### config.mk
export PLATFORM = sky130hd
export DESIGN_NAME = reaction_timer_multi
export DESIGN_NICKNAME = d
export VERILOG_FILES = /design/src/rtl/reaction_timer_pkg.sv /design/src/rtl/bcd_counter_chain.sv /design/src/rtl/reaction_timer_multi.sv
export SDC_FILE = /design/constraint.sdc
export NUM_CORES = 1
export LEC_CHECK = 0
export BUFFER_PORTS_ARGS = -buffer_cell sky130_fd_sc_hd__clkbuf_2
export CAP_MARGIN = 20
export CORE_MARGIN = 4
export CORE_UTILIZATION = 50
export DETAILED_ROUTE_END_ITERATION = 16
export GPL_TIMING_DRIVEN = 0
export HOLD_SLACK_MARGIN = 0.12
export PLACE_DENSITY_LB_ADDON = 0.05
export REMOVE_ABC_BUFFERS = 1
export SLEW_MARGIN = 25
export SYNTH_ARGS = -nofsm -noshare
export SYNTH_HDL_FRONTEND = slang
export SYNTH_SLANG_ARGS = --single-unit
### constraint.sdc
create_clock -name clk50M -period 2.4 [get_ports clk50M]
set_clock_uncertainty 0.2 [all_clocks]
set_input_delay 0.24 -clock clk50M [delete_from_list [all_inputs] [get_ports clk50M]]
set_output_delay 0.24 -clock clk50M [all_outputs]
set_load 0.005 [all_outputs]
### src/rtl/reaction_timer_pkg.sv
// Shared types and constants for the multi-player reaction timer.
package reaction_timer_pkg;

    typedef enum logic [2:0] {
        ST_IDLE = 3'd0,
        ST_WAIT = 3'd1,
        ST_RUN  = 3'd2,
        ST_DONE = 3'd3,
        ST_FOUL = 3'd4
    } state_t;

    typedef logic [3:0] bcd_digit_t;

    localparam logic [15:0] LFSR_SEED = 16'hACE1;
    localparam logic [15:0] LFSR_TAPS = 16'hB400;

    // One right-shifting Galois step; a non-zero seed never reaches zero.
    function automatic logic [15:0] lfsr_step(input logic [15:0] cur);
        return cur[0] ? ((cur >> 1) ^ LFSR_TAPS) : (cur >> 1);
    endfunction

endpackage

### src/rtl/bcd_counter_chain.sv
// Ripple-carry chain of BCD digits; wraps 9->0 per digit, saturation is the parent's job.
module bcd_counter_chain
    import reaction_timer_pkg::*;
#(
    parameter int DIGITS = 6
) (
    input  logic                clk50M,
    input  logic                rst,
    input  logic                clear,
    input  logic                inc,
    output logic [4*DIGITS-1:0] value,
    output logic                all_nines
);

    logic [DIGITS-1:0] carry;
    logic [DIGITS-1:0] is_nine;

    assign carry[0] = inc;

    generate
        for (genvar gi = 0; gi < DIGITS; gi++) begin : g_digit
            bcd_digit_t digit_reg;

            assign is_nine[gi]       = (digit_reg == 4'd9);
            assign value[4*gi +: 4]  = digit_reg;

            // Higher digits only advance when every lower digit is rolling over.
            if (gi < DIGITS - 1) begin : g_carry
                assign carry[gi+1] = carry[gi] & is_nine[gi];
            end

            always_ff @(posedge clk50M) begin
                if (rst || clear) begin
                    digit_reg <= 4'd0;
                end else if (carry[gi]) begin
                    digit_reg <= is_nine[gi] ? 4'd0 : digit_reg + 4'd1;
                end
            end
        end
    endgenerate

    assign all_nines = &is_nine;

endmodule

### src/rtl/reaction_timer_multi.sv
// Multi-player reaction timer: random foreperiod, BCD ms count, false-start and overflow.
// Optional best-time tracking is enabled by defining REACTION_BEST_TIME_EN.
module reaction_timer_multi
    import reaction_timer_pkg::*;
#(
    parameter int DIGITS    = 6,
    parameter int PLAYERS   = 2,
    parameter int CLK_HZ    = 50000000,
    parameter int TICK_HZ   = 1000,
    parameter int MIN_DELAY = 1000,
    parameter int RAND_BITS = 12,
    localparam int WW       = (PLAYERS > 1) ? $clog2(PLAYERS) : 1
) (
    input  logic                clk50M,
    input  logic                rst,
    input  logic                start,
    input  logic [PLAYERS-1:0]  stop,
    output logic                led_go,
    output logic [4*DIGITS-1:0] time_bcd,
    output logic [WW-1:0]       winner,
    output logic                false_start,
    output logic                overflow,
`ifdef REACTION_BEST_TIME_EN
    output logic [4*DIGITS-1:0] best_bcd,
`endif
    output logic                busy
);

    localparam int DIV     = CLK_HZ / TICK_HZ;
    localparam int DIV_W   = (DIV > 1) ? $clog2(DIV) : 1;
    localparam int DELAY_W = $clog2(MIN_DELAY + 2**RAND_BITS);

    state_t               state_reg, state_next;
    logic [15:0]          lfsr_reg;
    logic [DIV_W-1:0]     div_reg;
    logic [DELAY_W-1:0]   delay_reg;
    logic [WW-1:0]        winner_reg;
    logic                 overflow_reg;
    logic [PLAYERS-1:0]   sync1_reg, sync2_reg, sync3_reg;

    logic                 tick;
    logic [PLAYERS-1:0]   stop_edge;
    logic                 any_stop;
    logic                 load_round;
    logic                 dec_delay;
    logic                 count_inc;
    logic                 capture_winner;
    logic                 set_overflow;
    logic [4*DIGITS-1:0]  count_value;
    logic                 count_all_nines;

    function automatic logic [WW-1:0] lowest_index(input logic [PLAYERS-1:0] v);
        logic [WW-1:0] idx;
        idx = '0;
        for (int i = PLAYERS - 1; i >= 0; i--) begin
            if (v[i]) idx = WW'(i);
        end
        return idx;
    endfunction

    // Rising edge of the synchronised level: a button held across a state entry stays silent.
    assign stop_edge = sync2_reg & ~sync3_reg;
    assign any_stop  = |stop_edge;
    assign tick      = (div_reg == DIV_W'(DIV - 1));

    always_comb begin
        state_next     = state_reg;
        load_round     = 1'b0;
        dec_delay      = 1'b0;
        count_inc      = 1'b0;
        capture_winner = 1'b0;
        set_overflow   = 1'b0;
        led_go         = (state_reg == ST_RUN);
        busy           = (state_reg == ST_WAIT) || (state_reg == ST_RUN);
        false_start    = (state_reg == ST_FOUL);

        case (state_reg)
            ST_IDLE, ST_DONE, ST_FOUL: begin
                if (start) begin
                    state_next = ST_WAIT;
                    load_round = 1'b1;
                end
            end
            ST_WAIT: begin
                if (any_stop) begin
                    state_next     = ST_FOUL;
                    capture_winner = 1'b1;
                end else if (tick) begin
                    if (delay_reg == DELAY_W'(1)) state_next = ST_RUN;
                    else                          dec_delay  = 1'b1;
                end
            end
            ST_RUN: begin
                // A stop press beats a coincident tick, so the reported time never over-counts.
                if (any_stop) begin
                    state_next     = ST_DONE;
                    capture_winner = 1'b1;
                end else if (tick) begin
                    if (count_all_nines) begin
                        state_next   = ST_DONE;
                        set_overflow = 1'b1;
                    end else begin
                        count_inc = 1'b1;
                    end
                end
            end
            default: state_next = ST_IDLE;
        endcase
    end

    always_ff @(posedge clk50M) begin
        if (rst) begin
            state_reg    <= ST_IDLE;
            lfsr_reg     <= LFSR_SEED;
            div_reg      <= '0;
            delay_reg    <= '0;
            winner_reg   <= '0;
            overflow_reg <= 1'b0;
            sync1_reg    <= '0;
            sync2_reg    <= '0;
            sync3_reg    <= '0;
        end else begin
            state_reg <= state_next;
            lfsr_reg  <= lfsr_step(lfsr_reg);
            sync1_reg <= stop;
            sync2_reg <= sync1_reg;
            sync3_reg <= sync2_reg;

            if (state_next != state_reg || tick) div_reg <= '0;
            else                                 div_reg <= div_reg + DIV_W'(1);

            if (load_round) begin
                delay_reg <= DELAY_W'(MIN_DELAY) + DELAY_W'(lfsr_reg[RAND_BITS-1:0]);
            end else if (dec_delay) begin
                delay_reg <= delay_reg - DELAY_W'(1);
            end

            if (load_round) begin
                winner_reg   <= '0;
                overflow_reg <= 1'b0;
            end else if (capture_winner) begin
                winner_reg <= lowest_index(stop_edge);
            end else if (set_overflow) begin
                winner_reg   <= '0;
                overflow_reg <= 1'b1;
            end
        end
    end

    bcd_counter_chain #(
        .DIGITS (DIGITS)
    ) u_count (
        .clk50M    (clk50M),
        .rst       (rst),
        .clear     (load_round),
        .inc       (count_inc),
        .value     (count_value),
        .all_nines (count_all_nines)
    );

    assign time_bcd = count_value;
    assign winner   = winner_reg;
    assign overflow = overflow_reg;

`ifdef REACTION_BEST_TIME_EN
    logic [4*DIGITS-1:0] best_reg;

    // Valid packed BCD orders identically to its binary value, so a plain compare is numeric.
    always_ff @(posedge clk50M) begin
        if (rst) begin
            best_reg <= {DIGITS{4'd9}};
        end else if (state_reg == ST_RUN && capture_winner && count_value < best_reg) begin
            best_reg <= count_value;
        end
    end

    assign best_bcd = best_reg;
`endif

endmodule

==> impl_metrics.csv <==
group,metric,value,unit
layout,register_area,0.00163,mm^2
clocking,cts_tree,"built",
sta,rsz0062_at_grt,"true",
layout,syn_to_final_growth,26.6,%
floorplan,start_util,0.509,
layout,antenna_cells,0,
place,dpl.hpwl,6.27,mm
sta,holdWs,233,ps
yosys,synth_edf_count,0,
global_route,grt_use_total,0.213,
run_status,status,"complete, but fails checks",
route,drt-initial-drc-count,231,
route,drc,0,
layout,multiInputGateArea,0.00263,mm^2
setup_path,worstPathMaxFanout,8,
clocking,root_buffer,"clkbuf_8",
sta,maxSlewViolCount,0,
route,vias,3953,
floorplan,ios,34,
clocking,htreeDepth,3,
setup_path,start_kind,"flip-flop",
sta,relSlewSlack,0.461,
layout,final_cells,672,
sta,period_share,1.07,
route,dr.pass1.iters,5,
route,drt_wl_total,10.8,mm
min_path,worstHoldPathType,"flip-flop to flip-flop",
layout,final_cell_mix,"66 x dfxtp_1, 37 x nand3_1, 33 x clkbuf_2",
setup_path,crit_type,"flip-flop to flip-flop",
place,io_buffer_count,33,
clocking,clock_path_buffers,2,
power_and_ir_drop,pwr-share-comb,0.108,
setup_path,worst_setup_path_end_kind,"flip-flop",
sta,final-setup-viol-count,31,
setup_path,crit_required,2480,ps
sta,setup_ws,-178,ps
power_and_ir_drop,p_int,2090,uW
yosys,yosysWarnings,0,
place,dp_cells,610,
global_route,antenna_found_initial,0,
setup_path,cp-startpoint,"state_reg[1]$_SDFF_PP0_",
setup_path,r2r_start,"state_reg[1]$_SDFF_PP0_",
power_and_ir_drop,p_per_area,542,mW/mm^2
power_and_ir_drop,netSwitchingFraction,0.266,
clocking,numCtsBuffers,9,
yosys,synth_seq_area_share,0.385,
route,drtAntennaViolNets,0,
floorplan,num_rows,33,
sta,fmax,0.388,GHz
sta,worstMarginPinSlew,801,ps
layout,largest_reg_flops,24,
global_route,grt_pass1_vias,3627,
floorplan,dieArea,0.00985,mm^2
yosys,synth_cell_types,63,
clocking,path_clk_slew,80,ps
clocking,clk_latency,370,ps
global_route,grt_overflow,0,
sta,hold_viol,0,
yosys,synthesis.area,0.00416,mm^2
sta,post-route-min-period,2580,ps
place,dp_slack,-976,ps
yosys,syn_inst,497,
setup_path,crit_arrival,2660,ps
layout,drive_above_1_share,0.289,
clocking,clock-sinks,80,
power_and_ir_drop,ir_worst_vdd,324,uV
floorplan,die-height,99.2,um
power_and_ir_drop,pwr-share-clk,0.392,
run,timing.max_cap.violations,0,
yosys,syn_area_per_cell,8.38,um^2
floorplan,fp.dieW,99.2,um
route,vias_per_cell,5.88,
route,wire_per_inst,16.1,um
global_route,grt_max_degree,34,
run_status,violations,"setup timing",
place,place.gp.congestion,0.822,
global_route,grt_pass1_wl,17.3,mm
yosys,synth_ff_type,"dfxtp_1",
power_and_ir_drop,switchingPower,760,uW
yosys,ys_seq_elements,80,
layout,final_common_cell,"dfxtp_1",
floorplan,fp.coreArea,0.00818,mm^2
min_path,hold_start,"lfsr_reg[12]$_SDFF_PP0_",
yosys,async_flop_share,0,
layout,final_nets,571,
power_and_ir_drop,seqPwrFrac,0.501,
power_and_ir_drop,p_leak,0.00192,uW
layout,fillers,697,
## per-layer routing
layer | GRT usage | wire length (um) | up-vias
met2 | 0.355 | 5320 | 68
met5 | 0 | 0 | -
met3 | 0.0302 | 299 | 27
met4 | 0.0935 | 274 | 0
met1 | 0.275 | 4930 | 1900
li1 | - | - | 1958
## critical path: stages, from the launching register on
cell        delay (ps)
dfxtp_4            410
clkinvlp_4         140
or3_4              440
inv_2              110
nand3_4            120
or3_4              450
or4_4              490
a21oi_1            140
## what timing repair did
item	4_1_cts	5_1_grt
setup buffers	29	10
endpoints found under the setup margin	56	50
hold buffers	3	0
pin swaps	21	8
hold endpoints to repair	4	0
resized for setup	64	29
cloned	2	2
## stage by stage
step / TNS, ps / instance area, um^2 / power [uW] / utilization
3_3_place_gp: -63590 / 4330 / 1690 / 0.530
5_1_grt: -3580 / 5270 / 2960 / 0.644
3_5_place_dp: -32190 / 4360 / 1700 / 0.533
6_report: -1600 / 5270 / 2850 / 0.644
4_1_cts: -1160 / 5030 / 2860 / 0.615
2_1_floorplan: -15190 / 4040 / 1620 / -
## Yosys cell counts (all sizes together) (8+ instances only)
library cell | n | area [um^2]
inv | 16 | 60.1
o21ai | 33 | 165
nor3 | 12 | 60.1
xnor2 | 23 | 201
nand4 | 16 | 100
a21oi | 28 | 140
o31ai | 8 | 60.1
nor2b | 21 | 131
dfxtp | 80 | 1600
nor2 | 27 | 101
and4 | 9 | 80.1
or2 | 8 | 50.1
nand2 | 27 | 101
clkbuf | 21 | 78.8
and2 | 8 | 50.1
and3 | 12 | 75.1
nand3 | 38 | 190
nor4 | 9 | 56.3
or4 | 12 | 96.3
## path summary, 6_finish.rpt
path,slack (ps),end,depth (start not counted)
hold reg to reg,230,lfsr_reg[11]$_SDFF_PP1_,1
hold / removal,230,lfsr_reg[11]$_SDFF_PP1_,1
setup reg to reg,-180,u_count.g_digit[4].digit_reg[1]$_SDFFE_PP0P_,7
setup / recovery,-180,u_count.g_digit[4].digit_reg[1]$_SDFFE_PP0P_,7
## power by group through the flow
| stage | sequential (uW) | combinational (uW) | clock, uW |
|---|---|---|---|
| 2_1_floorplan | 1440 | 179 | 0 |
| 3_3_place_gp | 1450 | 240 | 0 |
| 6_report | 1430 | 307 | 1120 |
| 3_5_place_dp | 1450 | 248 | 0 |
| 5_1_grt | 1440 | 336 | 1180 |
| 4_1_cts | 1430 | 293 | 1140 |
## layout make-up
type,instances,area share
Sequential cell,80,0.310
Multi-Input combinational cell,375,0.498
Tap cell,105,0.0249
Clock buffer,9,0.0235
Inverter,17,0.0131
Clock inverter,7,0.0180
Timing Repair Buffer,79,0.113
## logic make-up (layout without fill, tap and decap cells)
| family | count (synthesis) | after routing | synth area share |
|---|---|---|---|
| muxes | 2 | 2 | 0.00481 |
| adders and majority gates | 4 | 4 | 0.0120 |
| DFF | 80 | 80 | 0.385 |
| buffers and inverters | 44 | 112 | 0.0457 |
| AOI/OAI and AO/OA | 107 | 107 | 0.166 |
| and+or+nand+nor | 230 | 232 | 0.323 |
| xor gates and xnor gates | 30 | 30 | 0.0631 |
Note: power is estimated with default switching activity, not from simulation.
